`config.mk`:
```
export PLATFORM = sky130hd
export DESIGN_NAME = pad_scan_ctrl
export DESIGN_NICKNAME = d
export VERILOG_FILES = /design/src/rtl/pad_scan_pkg.sv /design/src/rtl/pad_debounce_cell.sv /design/src/rtl/pad_scan_ctrl.sv
export SDC_FILE = /design/constraint.sdc
export NUM_CORES = 1
export LEC_CHECK = 0
export CORE_MARGIN = 10
export CORE_UTILIZATION = 65
export CTS_BUF_LIST = sky130_fd_sc_hd__clkbuf_2 sky130_fd_sc_hd__clkbuf_4 sky130_fd_sc_hd__clkbuf_8
export DETAILED_ROUTE_END_ITERATION = 12
export PLACE_DENSITY_LB_ADDON = 0.2
export RECOVER_POWER = 50
export SYNTH_ARGS = -nofsm -noshare
export SYNTH_HDL_FRONTEND = slang
export SYNTH_SLANG_ARGS = --single-unit
```
`constraint.sdc`:
```
create_clock -name CLK -period 7.24 [get_ports CLK]
set_input_delay 1.81 -clock CLK [delete_from_list [all_inputs] [get_ports CLK]]
set_output_delay 1.81 -clock CLK [all_outputs]
set_load 0.03 [all_outputs]
```
`src/rtl/pad_scan_pkg.sv`:
```
// Shared constants, key-code type and index helper for the 4x4 pad scanner.
package pad_scan_pkg;

   localparam int unsigned ROWS   = 4;
   localparam int unsigned COLS   = 4;
   localparam int unsigned NKEYS  = ROWS * COLS;
   localparam int unsigned ROW_W  = 2;
   localparam int unsigned COL_W  = 2;
   localparam int unsigned CODE_W = ROW_W + COL_W;

   typedef logic [CODE_W-1:0] key_code_t;

   // Flat key index: row * COLS + col.
   function automatic key_code_t key_idx(input logic [ROW_W-1:0] row,
                                         input logic [COL_W-1:0] col);
      return {row, col};
   endfunction

endpackage

```
`src/rtl/pad_debounce_cell.sv`:
```
// Per-key debounce: counts consecutive differing samples and holds the debounced level.
module pad_debounce_cell #(
   parameter int unsigned DEB_CNT = 3
) (
   input  logic clk_i,
   input  logic rst_i,
   input  logic sample_i,
   input  logic raw_i,
   input  logic commit_i,
   output logic eligible_c_o,
   output logic held_o
);

   localparam int unsigned CNT_W = 3;
   localparam int unsigned INC_W = CNT_W + 1;

   logic [CNT_W-1:0] cnt_q, cnt_d;
   logic             held_q, held_d;
   logic [INC_W-1:0] inc_c;
   logic             diff_c;
   logic             reach_c;

   assign diff_c       = raw_i ^ held_q;
   assign inc_c        = {1'b0, cnt_q} + INC_W'(1);
   assign reach_c      = inc_c >= INC_W'(DEB_CNT);
   // Eligibility counts the increment made at this very sample.
   assign eligible_c_o = sample_i && diff_c && reach_c;
   assign held_o       = held_q;

   // Next count / level: commit toggles and clears, otherwise saturating count on samples.
   always_comb begin
      cnt_d  = cnt_q;
      held_d = held_q;
      if (commit_i) begin
         cnt_d  = '0;
         held_d = ~held_q;
      end else if (sample_i) begin
         if (!diff_c) begin
            cnt_d = '0;
         end else if (reach_c) begin
            cnt_d = CNT_W'(DEB_CNT);
         end else begin
            cnt_d = inc_c[CNT_W-1:0];
         end
      end
   end

   // Count and debounced level registers.
   always_ff @(posedge clk_i or posedge rst_i) begin
      if (rst_i) begin
         cnt_q  <= '0;
         held_q <= 1'b0;
      end else begin
         cnt_q  <= cnt_d;
         held_q <= held_d;
      end
   end

endmodule

```
`src/rtl/pad_scan_ctrl.sv`:
```
// Row-scan controller for the 4x4 pad: dwell timing, row select, debounce and event output.
module pad_scan_ctrl
   import pad_scan_pkg::*;
#(
   parameter int unsigned SCAN_DIV = 1000,
   parameter int unsigned DEB_CNT  = 3
) (
   input  logic             CLK,
   input  logic             RST,
   input  logic             Scan_En,
   output logic [ROW_W-1:0] Row,
   input  logic [COLS-1:0]  Col,
   output logic             KeyValid,
   input  logic             KeyReady,
   output key_code_t        KeyCode,
   output logic             KeyPress,
   output logic [NKEYS-1:0] Held
);

   localparam int unsigned DIV_W = (SCAN_DIV > 1) ? $clog2(SCAN_DIV) : 1;

   logic [DIV_W-1:0] div_q, div_d;
   logic [ROW_W-1:0] row_q, row_d;
   logic             valid_q, valid_d;
   key_code_t        code_q, code_d;
   logic             press_q, press_d;

   logic             wrap_c;
   logic             samp_c;
   logic [NKEYS-1:0] elig_c;
   logic [NKEYS-1:0] held_c;
   logic [NKEYS-1:0] commit_c;
   logic [COLS-1:0]  row_elig_c;
   logic             win_c;
   logic [COL_W-1:0] win_col_c;
   key_code_t        win_key_c;
   logic             slot_free_c;
   logic             do_commit_c;

   // Sample on the last dwell cycle so the decoder and matrix have settled.
   assign wrap_c      = div_q == DIV_W'(SCAN_DIV - 1);
   assign samp_c      = Scan_En && wrap_c;
   assign row_elig_c  = elig_c[key_idx(row_q, '0) +: COLS];
   assign win_key_c   = key_idx(row_q, win_col_c);
   assign slot_free_c = !valid_q || KeyReady;
   assign do_commit_c = win_c && slot_free_c;

   // Dwell counter and row select; both frozen while scanning is disabled.
   always_comb begin
      div_d = div_q;
      row_d = row_q;
      if (Scan_En) begin
         if (wrap_c) begin
            div_d = '0;
            row_d = (row_q == ROW_W'(ROWS - 1)) ? '0 : row_q + ROW_W'(1);
         end else begin
            div_d = div_q + DIV_W'(1);
         end
      end
   end

   // Lowest eligible column of the current row wins.
   always_comb begin
      win_c     = 1'b0;
      win_col_c = '0;
      for (int c = COLS - 1; c >= 0; c--) begin
         if (row_elig_c[c]) begin
            win_c     = 1'b1;
            win_col_c = COL_W'(c);
         end
      end
   end

   // One-hot commit strobe to the winning key's cell.
   always_comb begin
      commit_c = '0;
      if (do_commit_c) begin
         commit_c[win_key_c] = 1'b1;
      end
   end

   // Output slot: drop on handshake, reload on commit (commit wins).
   always_comb begin
      valid_d = valid_q;
      code_d  = code_q;
      press_d = press_q;
      if (valid_q && KeyReady) begin
         valid_d = 1'b0;
      end
      if (do_commit_c) begin
         valid_d = 1'b1;
         code_d  = win_key_c;
         press_d = ~held_c[win_key_c];
      end
   end

   // State registers.
   always_ff @(posedge CLK or posedge RST) begin
      if (RST) begin
         div_q   <= '0;
         row_q   <= '0;
         valid_q <= 1'b0;
         code_q  <= '0;
         press_q <= 1'b0;
      end else begin
         div_q   <= div_d;
         row_q   <= row_d;
         valid_q <= valid_d;
         code_q  <= code_d;
         press_q <= press_d;
      end
   end

   for (genvar k = 0; k < NKEYS; k++) begin : g_cell
      pad_debounce_cell #(
         .DEB_CNT(DEB_CNT)
      ) u_cell (
         .clk_i       (CLK),
         .rst_i       (RST),
         .sample_i    (samp_c && (row_q == ROW_W'(k / COLS))),
         .raw_i       (Col[k % COLS]),
         .commit_i    (commit_c[k]),
         .eligible_c_o(elig_c[k]),
         .held_o      (held_c[k])
      );
   end

   assign Row      = row_q;
   assign KeyValid = valid_q;
   assign KeyCode  = code_q;
   assign KeyPress = press_q;
   assign Held     = held_c;

endmodule
```
Word-level counts from Yosys, hierarchy flattened

Index checks and enable logic that the tools add are counted.

Input bits: 8
Flip-flop bits (word level): 82
Output and inout bits: 24

Reductions and logical operators: 61
Add/sub/neg operators: 18
$lt $le $gt $ge: 18
Shift operators: 1
Equality and inequality tests: 4
Bitwise operators: 33
Mux-type cells: 81

Operator list:

| kind                                                                                | count |
|---|---|
| 3-bit two-way mux                                                                   | 64 |
| 3-bit by 1-bit adder with 4-bit output, second input constant                       | 16 |
| 4-bit by 2-bit greater-or-equal comparator with 1-bit output, second input constant | 16 |
| 1-bit logical AND                                                                   | 40 |
| 2-bit nonzero test                                                                  | 17 |
| 1-bit NOT                                                                           | 17 |
| 16-bit two-way mux                                                                  | 1 |
| 16-bit by 5-bit indexed part select with 4-bit output                               | 1 |
| 1-bit bitwise XOR                                                                   | 16 |
| 10-bit by 1-bit adder with 10-bit output, second input constant                     | 1 |
| 10-bit == test, second input constant                                               | 1 |
| 10-bit two-way mux                                                                  | 1 |
| 2-bit two-way mux                                                                   | 5 |
| 1-bit two-way mux                                                                   | 8 |
| 4-bit by 5-bit less-than comparator with 1-bit output, second input constant        | 1 |
| 1-bit binary-select mux with 4-bit select                                           | 1 |
| 1-bit demux with 4-bit select                                                       | 1 |
| 2-bit == test, second input constant                                                | 2 |
| 4-bit by 1-bit greater-or-equal comparator with 1-bit output, second input constant | 1 |
| 2-bit by 1-bit adder with 2-bit output, second input constant                       | 1 |
| 2-bit by 1-bit == test with 1-bit output, second input constant                     | 1 |
| 2-bit logical NOT                                                                   | 1 |
| 2-bit AND reduction                                                                 | 1 |
| 1-bit logical NOT                                                                   | 1 |
| 1-bit logical OR                                                                    | 1 |

Depth between registers and ports, before layout

Word-level depth: 16
Gate-level depth with buffers: 13
Depth with buffers taken out: 11

Modules after synthesis

From an unflattened synthesis, not the netlist that was laid out.

Cell total of the unflattened synthesis: 567
Area, all modules: 5432.7 um^2

Modules (own cells, without submodules):

| module            | sequential area each (um^2) | area each (um^2) | times used | cells an instance |
|---|---|---|---|---|
| pad_debounce_cell | 100.1                       | 251.5            | 16         | 26 |
| pad_scan_ctrl     | 450.4                       | 1408.9           | 1          | 151 |

Worst setup path before layout

No wires, ideal clock.

Path type: in2reg
Start point: input Scan_En
End point: register press_q, in the netlist KeyPress
Path buffers: 2
Data arrival time: 4.098 ns
Setup slack: 3.078 ns
Library setup time: 0.064 ns
Stages: 11
Required time: 7.176 ns
Path through: buf_2 -> nand4_2 -> or3_4 -> buf_6 -> o31ai_4 -> o2bb2ai_2 -> or4b_4 -> nor2_2 -> nor4_1 -> o32ai_1 -> a21o_1

Word-level cells in the longest chain between the ends: 12

RTL lines:

| what                                                      | line                    | text |
|---|---|---|
| start: declaration                                        | pad_scan_ctrl.sv:10     | `input logic Scan_En,` |
| 1-bit logical AND (*)                                     | pad_scan_ctrl.sv:42     | `assign samp_c = Scan_En && wrap_c;` |
| 1-bit logical AND                                         | pad_scan_ctrl.sv:120    | `.sample_i (samp_c && (row_q == ROW_W'(k / COLS))),` |
| 1-bit logical AND (2 in a row)                            | pad_debounce_cell.sv:27 | `assign eligible_c_o = sample_i && diff_c && reach_c;` |
| 16-bit by 5-bit indexed part select with 4-bit output (*) | pad_scan_ctrl.sv:43     | `assign row_elig_c = elig_c[key_idx(row_q, '0) +: COLS];` |
| 2-bit two-way mux (4 in a row)                            | pad_scan_ctrl.sv:67     | `if (row_elig_c[c]) begin` |
| 1-bit binary-select mux with 4-bit select                 | pad_scan_ctrl.sv:93     | `press_d = ~held_c[win_key_c];` |
| 1-bit two-way mux (not written as such)                   | pad_scan_ctrl.sv:93     |  |
| 1-bit NOT                                                 | pad_scan_ctrl.sv:93     |  |
| end signal: assignment                                    | pad_scan_ctrl.sv:110    | `press_q <= press_d;` |
| end: declaration                                          | pad_scan_ctrl.sv:26     | `logic press_q, press_d;` |

Every way passes the cells marked *; elsewhere a longest branch is shown, timed or not. The select of a mux whose other input is x is not followed.
A chain may end at the register's enable or synchronous reset.

Worst setup path after layout

Start point: input Scan_En
End point: register g_cell[1].u_cell.cnt_q[1]

Word-level cells in the longest chain between the ends: 15

RTL lines:

| what                                                                                                                                                               | line                    | text |
|---|---|---|
| 1-bit logical AND (*)                                                                                                                                              | pad_scan_ctrl.sv:42     |  |
| 1-bit logical AND                                                                                                                                                  | pad_scan_ctrl.sv:120    |  |
| 1-bit logical AND (2 in a row)                                                                                                                                     | pad_debounce_cell.sv:27 |  |
| 16-bit by 5-bit indexed part select with 4-bit output                                                                                                              | pad_scan_ctrl.sv:43     |  |
| 2-bit two-way mux (4 in a row)                                                                                                                                     | pad_scan_ctrl.sv:67     |  |
| 4-bit by 5-bit less-than comparator with 1-bit output (not written as such) / 4-bit by 1-bit greater-or-equal comparator with 1-bit output (equally long branches) | pad_scan_ctrl.sv:78     | `commit_c[win_key_c] = 1'b1;` |
| 1-bit logical AND (not written as such)                                                                                                                            | pad_scan_ctrl.sv:78     |  |
| 1-bit two-way mux (not written as such)                                                                                                                            | pad_scan_ctrl.sv:78     |  |
| 1-bit demux with 4-bit select                                                                                                                                      | pad_scan_ctrl.sv:78     |  |
| 16-bit two-way mux                                                                                                                                                 | pad_scan_ctrl.sv:77     | `if (do_commit_c) begin` |
| 3-bit two-way mux / 2-bit nonzero test (equally long branches)                                                                                                     | n/a                     |  |
| end signal: assignment                                                                                                                                             | pad_debounce_cell.sv:54 | `cnt_q <= cnt_d;` |
| end: declaration                                                                                                                                                   | pad_debounce_cell.sv:17 | `logic [CNT_W-1:0] cnt_q, cnt_d;` |

Every way passes the cells marked *; elsewhere a longest branch is shown, timed or not.

==> flow_metrics.py <==
metrics = {
    "global_routing": {
        "grt_pass1_vias": 4142,
        "grt_pass1_wl_mm": 20.61,
        "grt.total_usage_pct": 21.87,
        "antenna_found_initial": 0,
        "overflow": 0,
        "grt_max_degree": 83,
    },
    "yosys": {
        "synthTopCellsByCount": "dfrtp_1, nor2_1, a21oi_1, nand2_1, ha_1",
        "synthFlopType": "dfrtp_1",
        "yosys.area.top_type": "dfrtp_1",
        "synth_async_sr_flop_share_pct": 100.0,
        "synth.top_cell.area_share_pct": 39.79,
        "syn_nets": 617,
        "syn_avg_cell_area_sq_um": 8.908,
        "syn_area_sq_um": 5157,
        "ys_warn_count": 0,
        "ys_types": 63,
        "synth_seq_cells": 82,
        "synthTopCellsByArea": "dfrtp_1, ha_1, a21oi_1, xnor2_1, nor2_1",
        "synth_edf_count": 0,
        "yosysSeqAreaShare_pct": 39.79,
        "netlist_instances": 579,
        "yosysMostFrequentCell": "dfrtp_1",
    },
    "placed_design": {
        "pre_cts_ws_ps": 1977,
        "place_hpwl_mm": 9.031,
        "place_congestion": 1.017,
        "io_buffer_count": 31,
    },
    "power_and_ir_drop": {
        "switching_power_uw": 222.4,
        "combPwrFrac_pct": 5.7,
        "power_frac_seq_pct": 53.0,
        "p_leak_nw": 2.451,
        "clockPowerShare_pct": 41.3,
        "swShare_pct": 24.17,
        "peakVddDrop_mv": 0.1369,
        "power.density_nw_per_um2": 163.7,
        "p_int_uw": 697.9,
    },
    "worst_setup_path": {
        "path_max_fanout": 15,
        "cpMaxStageDelayCell": "nor2_1",
        "crit_family": "simple AND/OR/NAND/NOR gates",
        "critPathBufInv": 2,
        "arrival_ps": 5660,
        "path_class": "in2reg",
        "critical_path_depth": 10,
        "cp-end-kind": "flop",
        "r2r_cells": 9,
        "required_ps": 7500,
        "startpoint_type": "primary input",
        "crit_chain": "dlygate4sd3_1 > nand4_1 > nor3_1 > clkbuf_1 > nand3_1 > o311a_1 > or2_2 > nor2_1 > a2111oi_0 > a21o_1",
        "slowest_delay_ps": 890,
    },
    "clocking": {
        "cts.repair.resized": 0,
        "cts_made_buffers": 9,
        "cts_hold_buf": 0,
        "clkLatencyLatePin_ps": 370,
        "cts_setup_buffers": 0,
        "cts_sinks": 82,
        "cts-root-buf": "clkbuf_8",
        "clk_pin_slew_ps": 90,
        "tritoncts": "built",
        "cts.path.max_buffers": 2,
        "h-tree-depth": 3,
    },
    "final_layout": {
        "area_growth_pct": 9.000,
        "n_fill_cell": 588,
        "final_layout_size_suffix_gt1_share_pct": 6.261,
        "antennaDiodeCount": 0,
        "multi_input_area_sq_um": 2783,
        "layout.area.seq_sq_um": 2052,
        "nets": 624,
    },
    "routing": {
        "totalWireLength_mm": 12.71,
        "ant_nets": 0,
        "dr.pass1.iters": 5,
        "drtIter0Drc": 309,
        "dr_total_vias": 4318,
        "wire_per_inst_um": 18.34,
        "vias_per_cell": 6.231,
        "drcViolationCount": 0,
    },
    "timing": {
        "drv_slew": 0,
        "fin_ws_ps": 1841,
        "slew_headroom_pct": 21.34,
        "timing.final.crit_share_pct": 74.57,
        "tns_ps": 0,
        "skew_ps": 17.90,
        "min_period_ps": 5399,
        "fmax_ghz": 0.1852,
        "tightest_slew_ps": 1176,
        "rsz0062_at_grt": "no",
        "hold_violations": 0,
        "setup_violations": 0,
    },
    "floorplanning": {
        "die_w_um": 109.1,
        "core-area_sq_um": 7727,
        "die_h_um": 109.1,
        "die_area_sq_um": 11900,
        "ios": 32,
        "start_util_pct": 66.74,
        "rows": 32,
    },
    "run_status": {
        "status": "finished, final reports clean",
    },
    "run": {
        "cap_violations": 0,
    },
    "min_path": {
        "whs_path_depth": 2,
        "hold_class": "reg2reg",
    },
}
## per-layer routing
layer	vias up	track usage (%)	wire length, um
met1	2084	28.89	5564
met2	170	34.70	5889
met5	-	0	0
met3	25	4.189	981
met4	0	8.569	279
li1	2039	-	-
## tightest hold or removal path, stage by stage, from the launching register on
cell	delay [ps]
dfrtp_1	350
nand2_1	40
o21ai_0	50
## layout make-up
class / count / area share [%]
clock buffers: 10 / 2.448
inverters: 26 / 1.758
flip-flops and latches: 82 / 36.50
well taps: 102 / 2.270
repair buffers: 35 / 5.920
clock inverters: 6 / 1.602
multi-input cells: 432 / 49.50
## cell families after synthesis
logic type               synth area share, %
AND/OR/NAND/NOR                        20.86
AO/OA/AOI/OAI                          18.34
flip-flops                             39.79
buffers and inverters                  6.235
XOR/XNOR                               7.302
adder cells (fa/ha/maj)                7.278
multiplexers                          0.1941
## placed cells by master, fill, tap and decap left out, types with 3 or more instances in the layout
cell type,instances
nor3_1,21
nand4_1,6
nor4_1,10
nand2b_1,4
clkdlybuf4s50_1,29
nand2_1,49
xnor2_1,29
o22ai_1,9
a21oi_1,54
o41ai_1,4
nand3_1,12
nor3b_1,3
ha_1,30
xor2_1,14
a211oi_1,9
a2111oi_0,4
clkbuf_8,10
or2_2,4
a21o_1,9
o211ai_1,3
inv_1,25
nor2_1,65
o21ai_0,24
a311oi_1,5
and2_1,19
or3_1,5
o21ai_1,3
dfrtp_1,82
## path summary, 6_finish.rpt
| check | slack [ps] | start | end |
|---|---|---|---|
| worst max register to register | 2940 | Row[1]$_DFFE_PP0N_ | g_cell[1].u_cell.cnt_q[1]$_DFFE_PP0P_ |
| worst min register to register | 480 | KeyCode[2]$_DFFE_PP0P_ | KeyCode[2]$_DFFE_PP0P_ |
| min in group asynchronous | 2250 | RST | g_cell[6].u_cell.cnt_q[1]$_DFFE_PP0P_ |
| worst min-delay path | 480 | KeyCode[2]$_DFFE_PP0P_ | KeyCode[2]$_DFFE_PP0P_ |
| worst max-delay path | 1840 | Scan_En | g_cell[1].u_cell.cnt_q[1]$_DFFE_PP0P_ |
| max in group asynchronous | 4310 | RST | g_cell[12].u_cell.cnt_q[1]$_DFFE_PP0P_ |
## power groups by stage
stage | logic (mW) | registers (mW) | clock network (mW)
2_1_floorplan | 0.0404 | 0.494 | 0
3_3_place_gp | 0.0514 | 0.496 | 0
3_5_place_dp | 0.0526 | 0.497 | 0
4_1_cts | 0.0532 | 0.488 | 0.384
5_1_grt | 0.0579 | 0.490 | 0.402
6_report | 0.0521 | 0.488 | 0.380
## sequential cells by signal, summed over array words and instances, names as in the netlist
signal,flops
g_cell.u_cell.held_o,16
KeyValid,1
KeyCode,4
div_q,10
KeyPress,1
g_cell.u_cell.cnt_q,48
Row,2
## per-stage QoR
step	area, sq um	hold slack, ps	utilization (%)	instances	total power, mW
6_report	5622	481.3	72.75	693	0.9203
5_1_grt	5622	536.5	72.75	693	0.9507
4_1_cts	5640	490.3	72.99	693	0.9255
3_5_place_dp	5413	470.0	70.05	677	0.5498
3_3_place_gp	5413	470.0	70.05	677	0.5478
2_1_floorplan	5157	468.4	-	579	0.5342
Power figures use the tool's default switching activity.
